===== src/rtl/seq101_frame_tx.sv =====
// Serial frame transmitter: header "101", zero-stuffed MSB-first payload, "00" trailer.
// State | meaning: IDLE waiting for a word | HDR sending 1,0,1 | DATA payload and stuff zeros | TRAIL sending 0,0
module seq101_frame_tx #(
    parameter int W = 8
) (
    input  logic         clk_i,
    input  logic         reset_i,
    input  logic         in_valid_i,
    output logic         in_ready_o,
    input  logic [W-1:0] in_data_i,
    output logic         out_bit_o,
    output logic         out_active_o,
    output logic         out_hdr_end_o,
    output logic         out_stuffed_o
);
    localparam int BW = $clog2(W + 1);
    localparam int SW = $clog2(W);

    typedef enum logic [3:0] {
        IDLE  = 4'b0001,
        HDR   = 4'b0010,
        DATA  = 4'b0100,
        TRAIL = 4'b1000
    } state_t;

    state_t         state_q, state_d;
    logic [W-1:0]   shift_q, shift_d;
    logic [BW-1:0]  bits_q, bits_d;
    logic [SW-1:0]  stuff_q, stuff_d;
    logic [1:0]     ph_q, ph_d;
    logic [1:0]     hist_q, hist_d;
    logic           out_bit_q, out_bit_d;
    logic           out_active_q, out_active_d;
    logic           out_hdr_end_q, out_hdr_end_d;
    logic           out_stuffed_q, out_stuffed_d;

    always_ff @(posedge clk_i) begin
        if (reset_i) begin
            state_q       <= IDLE;
            shift_q       <= '0;
            bits_q        <= '0;
            stuff_q       <= '0;
            ph_q          <= '0;
            hist_q        <= '0;
            out_bit_q     <= 1'b0;
            out_active_q  <= 1'b0;
            out_hdr_end_q <= 1'b0;
            out_stuffed_q <= 1'b0;
        end else begin
            state_q       <= state_d;
            shift_q       <= shift_d;
            bits_q        <= bits_d;
            stuff_q       <= stuff_d;
            ph_q          <= ph_d;
            hist_q        <= hist_d;
            out_bit_q     <= out_bit_d;
            out_active_q  <= out_active_d;
            out_hdr_end_q <= out_hdr_end_d;
            out_stuffed_q <= out_stuffed_d;
        end
    end

    always_comb begin
        state_d       = state_q;
        shift_d       = shift_q;
        bits_d        = bits_q;
        stuff_d       = stuff_q;
        ph_d          = ph_q;
        hist_d        = hist_q;
        out_bit_d     = 1'b0;
        out_active_d  = 1'b0;
        out_hdr_end_d = 1'b0;
        out_stuffed_d = 1'b0;
        unique case (state_q)
            IDLE: begin
                if (in_valid_i) begin
                    shift_d = in_data_i;
                    bits_d  = '0;
                    stuff_d = '0;
                    ph_d    = '0;
                    hist_d  = '0;
                    state_d = HDR;
                end
            end
            HDR: begin
                out_active_d = 1'b1;
                out_bit_d    = (ph_q != 2'd1);
                ph_d         = ph_q + 2'd1;
                if (ph_q == 2'd2) begin
                    out_hdr_end_d = 1'b1;
                    hist_d        = 2'b01;
                    bits_d        = BW'(W);
                    ph_d          = '0;
                    state_d       = DATA;
                end
            end
            DATA: begin
                out_active_d = 1'b1;
                // A "10" history followed by a 1 would forge a header; break it with a zero.
                if (hist_q == 2'b10) begin
                    out_stuffed_d = 1'b1;
                    hist_d        = {hist_q[0], 1'b0};
                    stuff_d       = stuff_q + SW'(1);
                end else begin
                    out_bit_d = shift_q[W-1];
                    shift_d   = {shift_q[W-2:0], 1'b0};
                    hist_d    = {hist_q[0], shift_q[W-1]};
                    bits_d    = bits_q - BW'(1);
                    if (bits_q == BW'(1)) begin
                        state_d = TRAIL;
                    end
                end
            end
            TRAIL: begin
                if (ph_q == 2'd2) begin
                    ph_d    = '0;
                    state_d = IDLE;
                end else begin
                    out_active_d = 1'b1;
                    ph_d         = ph_q + 2'd1;
                end
            end
            default: state_d = IDLE;
        endcase
    end

    assign in_ready_o    = (state_q == IDLE);
    assign out_bit_o     = out_bit_q;
    assign out_active_o  = out_active_q;
    assign out_hdr_end_o = out_hdr_end_q;
    assign out_stuffed_o = out_stuffed_q;
endmodule

===== config.mk =====
export PLATFORM = sky130hd
export DESIGN_NAME = seq101_frame_tx
export DESIGN_NICKNAME = d
export VERILOG_FILES = /design/src/rtl/seq101_frame_tx.sv
export SDC_FILE = /design/constraint.sdc
export NUM_CORES = 1
export LEC_CHECK = 0
export BUFFER_PORTS_ARGS = -buffer_cell sky130_fd_sc_hd__buf_2
export CAP_MARGIN = 20
export CORE_MARGIN = 2
export CORE_UTILIZATION = 50
export CTS_BUF_LIST = sky130_fd_sc_hd__clkbuf_16
export DETAILED_ROUTE_END_ITERATION = 16
export GPL_TIMING_DRIVEN = 0
export PLACE_DENSITY_LB_ADDON = 0.12
export SLEW_MARGIN = 25
export SYNTH_ARGS = -nofsm -noshare
export SYNTH_HDL_FRONTEND = slang
export SYNTH_SLANG_ARGS = --single-unit

===== constraint.sdc =====
create_clock -name clk_i -period 2.16 [get_ports clk_i]
set_input_delay 0.324 -clock clk_i [delete_from_list [all_inputs] [get_ports clk_i]]
set_output_delay 0.324 -clock clk_i [all_outputs]
set_load 0.005 [all_outputs]

Word level (Yosys, flattened, before mapping)
Index checks and enable logic that the tools add are counted. W data, S select, Z words.

Register bits: 24. Input bits: 11. Output and inout bits: 5. Logic and storage cells: 63.

$add $sub $neg: 2. Equal/unequal tests: 13. Multiplexer cells: 25. Bitwise operators: 2. Reductions and logical operators: 12.

Operators with widths (number): $mux W4 (8); $mux W8 (2); $pmux W4 S4 (1); $pmux W8 S2 (1); $pmux W4 S3 (1); $ne A2 B2 Y1 const B (5); $eq A4 B1 Y1 const B (2); $reduce_or A2 Y1 (4); $mux W2 (3); $pmux W2 S3 (1); $reduce_and A3 Y1 (2); $mux W1 (5); $reduce_and A5 Y1 (1); $eq A2 B2 Y1 const B (2); $eq A4 B2 Y1 const B (1); $eq A4 B3 Y1 const B (1); $eq A4 B4 Y1 const B (1); $pmux W1 S2 (2); $pmux W2 S2 (1); $reduce_and A4 Y1 (1); $reduce_bool A2 Y1 (2); $sub A4 B1 Y4 const B (1); $reduce_bool A3 Y1 (1); $add A2 B1 Y2 const B (1); 3 further kinds (4).

Longest topological paths before layout
Word-level depth: 4. Gate-level depth with buffers: 8. Mapped depth without buffers: 5.

Least setup slack after synthesis
Ideal clock, no wire load.

Kind: register -> register. From: reg state_q[2]. To: reg shift_q[0]. Setup time: 0.128 ns. Arrival time: 1.605 ns. Data required time: 2.032 ns. Path slack: 0.427 ns. Stages on the path, launching flop included: 9. Buffers on the path: 3. Clock period less this slack: 1.733 ns. Cells stage by stage: dfxtp_1 buf_6 or4b_4 clkinv_2 a22o_4 buf_8 buf_12 mux2i_1 nor2_1.

Cells in the longest elaborated chain, start to end: 3. Elaborated cells between the ends (all ways): 7. Classes of those cells: eq/ne (4); mux (1); reduce/logical (2).

Ends and longest elaborated chain: start, declared (line 26) `state_t state_q, state_d;`; start signal, assigned (line 50) `state_q <= state_d;`; $eq A4 B1 Y1 (*); via in_ready_o (line 9) `output logic in_ready_o,`; $ne A2 B2 Y1 (no source line) or $reduce_bool A2 Y1 (tied branches); $reduce_and A3 Y1 (no source line); end signal, assigned (line 51) `shift_q <= shift_d;`; end, declared (line 27) `logic [W-1:0] shift_q, shift_d;`.

The timed path passes the listed nets; every way through them passes the cells marked *. A chain may end at the register's enable or synchronous reset.

Final worst setup path
From: reg state_q[0]. To: reg state_q[2].

Cells in the longest elaborated chain, start to end: 3. Elaborated cells between the ends (all ways): 11. Classes of those cells: eq/ne (9); mux (1); reduce/logical (1).

Ends and longest elaborated chain: $eq A4 B3 Y1, or another cell as far along (line 74) `unique case (state_q)`; $ne A2 B2 Y1 (no source line); $reduce_and A5 Y1 (no source line).

Parallel ways exist; a longest one is shown, timed or not.

==> results.sh <==
export IMPL_critPathLaunch="state_q[0]"
export IMPL_cts_buffer_depth=2
export IMPL_peakVddDrop_uv=469
export IMPL_status="completed"
export IMPL_setup_viol_count_final=0
export IMPL_worstMarginPinSlew_ns=0.517
export IMPL_avgRoutedWirePerCell_um=13.9
export IMPL_ant_nets=0
export IMPL_swShare_pct=24.3
export IMPL_fmax_mhz=519
export IMPL_n_antenna_cell=0
export IMPL_drive_above_1_share_pct=22.4
export IMPL_hold_viol=0
export IMPL_ys_warn_count=0
export IMPL_track_usage_pct=20.8
export IMPL_path_delay_family="simple AND/OR/NAND/NOR gates"
export IMPL_synth_top_area_share_pct=39.2
export IMPL_crit_fanout=10
export IMPL_finalSetupTns_ns=0
export IMPL_hp_class="input port to flip-flop"
export IMPL_postSynthAreaPerCell_sq_um=8.64
export IMPL_synth_area_top_cells="dfxtp_1, nand2_1, a21oi_1"
export IMPL_synth_area_leader_cell="dfxtp_1"
export IMPL_cp_required_ns=2.36
export IMPL_initial_core_util_pct=53.9
export IMPL_drv_slew=0
export IMPL_cts_buffers=3
export IMPL_worstSetupPathType="flip-flop to flip-flop"
export IMPL_async_reset_ff_share_pct=0
export IMPL_clkLatencyLatePin_ns=0.26
export IMPL_fin_crit_ns=1.93
export IMPL_path_buf_inv=2
export IMPL_dp_hpwl_um=1800
export IMPL_hold_buffers=0
export IMPL_core_area_sq_um=2280
export IMPL_die_x_um=53.5
export IMPL_fin_crit_sh_pct=89.1
export IMPL_finalNetCount=175
export IMPL_hp_start="reset_i"
export IMPL_cap_viol_max_count=0
export IMPL_synth_most_common_cell="dfxtp_1"
export IMPL_ys_ff_latch=24
export IMPL_core_rowCount=17
export IMPL_die_height_um=53.5
export IMPL_grt_pass1_wl_um=4390
export IMPL_p_leak_uw=0.000579
export IMPL_p_seq_share_pct=39.2
export IMPL_yosys_top_cells_count="dfxtp_1, nand2_1, nor2_1"
export IMPL_io_pins=16
export IMPL_syn_nets=155
export IMPL_crit_path_max_incr_delay_ns=0.74
export IMPL_critPathCaptureType="flip-flop"
export IMPL_synth_flop_cell="dfxtp_1"
export IMPL_crit_top_cell="buf_2"
export IMPL_p_sw_uw=309
export IMPL_cp_slowest_cell="or4b_2"
export IMPL_area_growth_pct=17.6
export IMPL_htreeDepth=1
export IMPL_p_per_area_nw_per_um2=881
export IMPL_synth_edf_count=0
export IMPL_vias_per_cell=5.65
export IMPL_synth_distinct_cells=40
export IMPL_utilization_pct=63.3
export IMPL_cts_sinks=24
export IMPL_routabilityCongestion=0.844
export IMPL_port_buffers=15
export IMPL_cts_root_buf="clkbuf_16"
export IMPL_fin_skew_ns=0.00602
export IMPL_cts_setup_buffers=0
export IMPL_cp_arrival_ns=2.13
export IMPL_first_global_vias=989
export IMPL_synthCells=142
export IMPL_max_slew_margin_pct=65.5
export IMPL_start_kind="flip-flop"
export IMPL_drt_pass1_iter_count=4
export IMPL_r2r_start="state_q[0]"
export IMPL_path_cells="buf_2 -> or4b_2 -> buf_2 -> a31oi_1 -> a31o_2"
export IMPL_finalWirelength_um=2620
export IMPL_antenna_found_initial=0
export IMPL_die_area_sq_um=2860
export IMPL_dr_first_iter_drc_count=18
export IMPL_drc=0
export IMPL_cts_tree="done"
export IMPL_cts_resized=0
export IMPL_cell_internal_pwr_uw=962
export IMPL_power_frac_comb_pct=19.3
export IMPL_yosysSeqAreaShare_pct=39.2
export IMPL_grt_max_degree=15
export IMPL_pwr_share_clk_pct=41.4
export IMPL_clk_pin_slew_ns=0.07
export IMPL_via_count=1067
export IMPL_overflow=0
export IMPL_rsz0062_at_grt="false"
export IMPL_syn_area_sq_um=1230
-- through the flow --
stage,instances,power [uW],setup slack [ns],hold slack [ns],area [sq um]
2_1_floorplan,142,696,0.427,0.415,1230
3_3_place_gp,185,742,0.319,0.446,1340
3_5_place_dp,185,749,0.307,0.470,1340
4_1_cts,189,1280,0.263,0.293,1440
5_1_grt,189,1320,0.170,0.316,1440
6_report,189,1270,0.234,0.298,1440
-- layer usage --
layer  share of wire [%]  wire (um)  vias up  global-route usage (%)
met5                   0          0        -                       0
met4                0.61         16        0                    8.55
met3                 2.1         55        2                    1.69
met2                  51       1330       14                    35.8
met1                  47       1220      503                    26.6
li1                    -          -      548                       -
-- worst reg2reg max path, stage by stage, from the launching register on --
cell	delay, ns
dfxtp_1	0.30
buf_2	0.17
or4b_2	0.74
buf_2	0.23
a31oi_1	0.25
a31o_2	0.19
-- kinds of logic after synthesis --
family	after synthesis	synth area share (%)
buf+inv	17	9.08
flops	24	39.2
simple gates	57	24.6
xor+xnor	2	1.43
compound gates	39	22.9
fa+ha+maj	2	2.04
mux	1	0.816
-- power by group through the flow --
stage / Combinational (uW) / Sequential [uW] / Clock (uW)
6_report: 246 / 499 / 526
2_1_floorplan: 193 / 504 / 0
3_5_place_dp: 241 / 508 / 0
4_1_cts: 246 / 498 / 532
5_1_grt: 273 / 503 / 548
3_3_place_gp: 236 / 506 / 0
-- path summary, 6_finish.rpt --
check / endpoint / slack, ns / depth (start not counted)
worst min register to register: shift_q[1] / 0.47 / 2
worst min-delay path: out_hdr_end_o / 0.30 / 2
worst max-delay path: state_q[2] / 0.23 / 5
worst max register to register: state_q[2] / 0.23 / 5
-- cell type report --
cell class / count / area [sq um]
inverter: 6 / 23.8
multi-input combinational: 101 / 634
buffer: 11 / 87.6
timing repair buffer: 15 / 75.1
clock buffer: 3 / 75.1
clock inverter: 1 / 30.0
tap: 28 / 35.0
sequential: 24 / 480
fill: 209 / 835
-- cells in the final DEF, fill, tap and decap left out, types with 4 or more instances in the layout --
cell type	instances
a21oi_1	11
a311oi_1	6
buf_2	18
clkbuf_1	4
dfxtp_1	24
inv_1	5
nand2_1	20
nor2_1	14
nor3_1	4
o21ai_0	9
-- sequential cells by signal, indices dropped and copies added (netlist names) --
| name | cells |
|---|---|
| out_active_o | 1 |
| ph_q | 2 |
| shift_q | 8 |
| out_hdr_end_o | 1 |
| state_q | 4 |
| bits_q | 4 |
| hist_q | 2 |
| out_bit_o | 1 |
| out_stuffed_o | 1 |
Note: power is estimated with default switching activity, not from simulation.
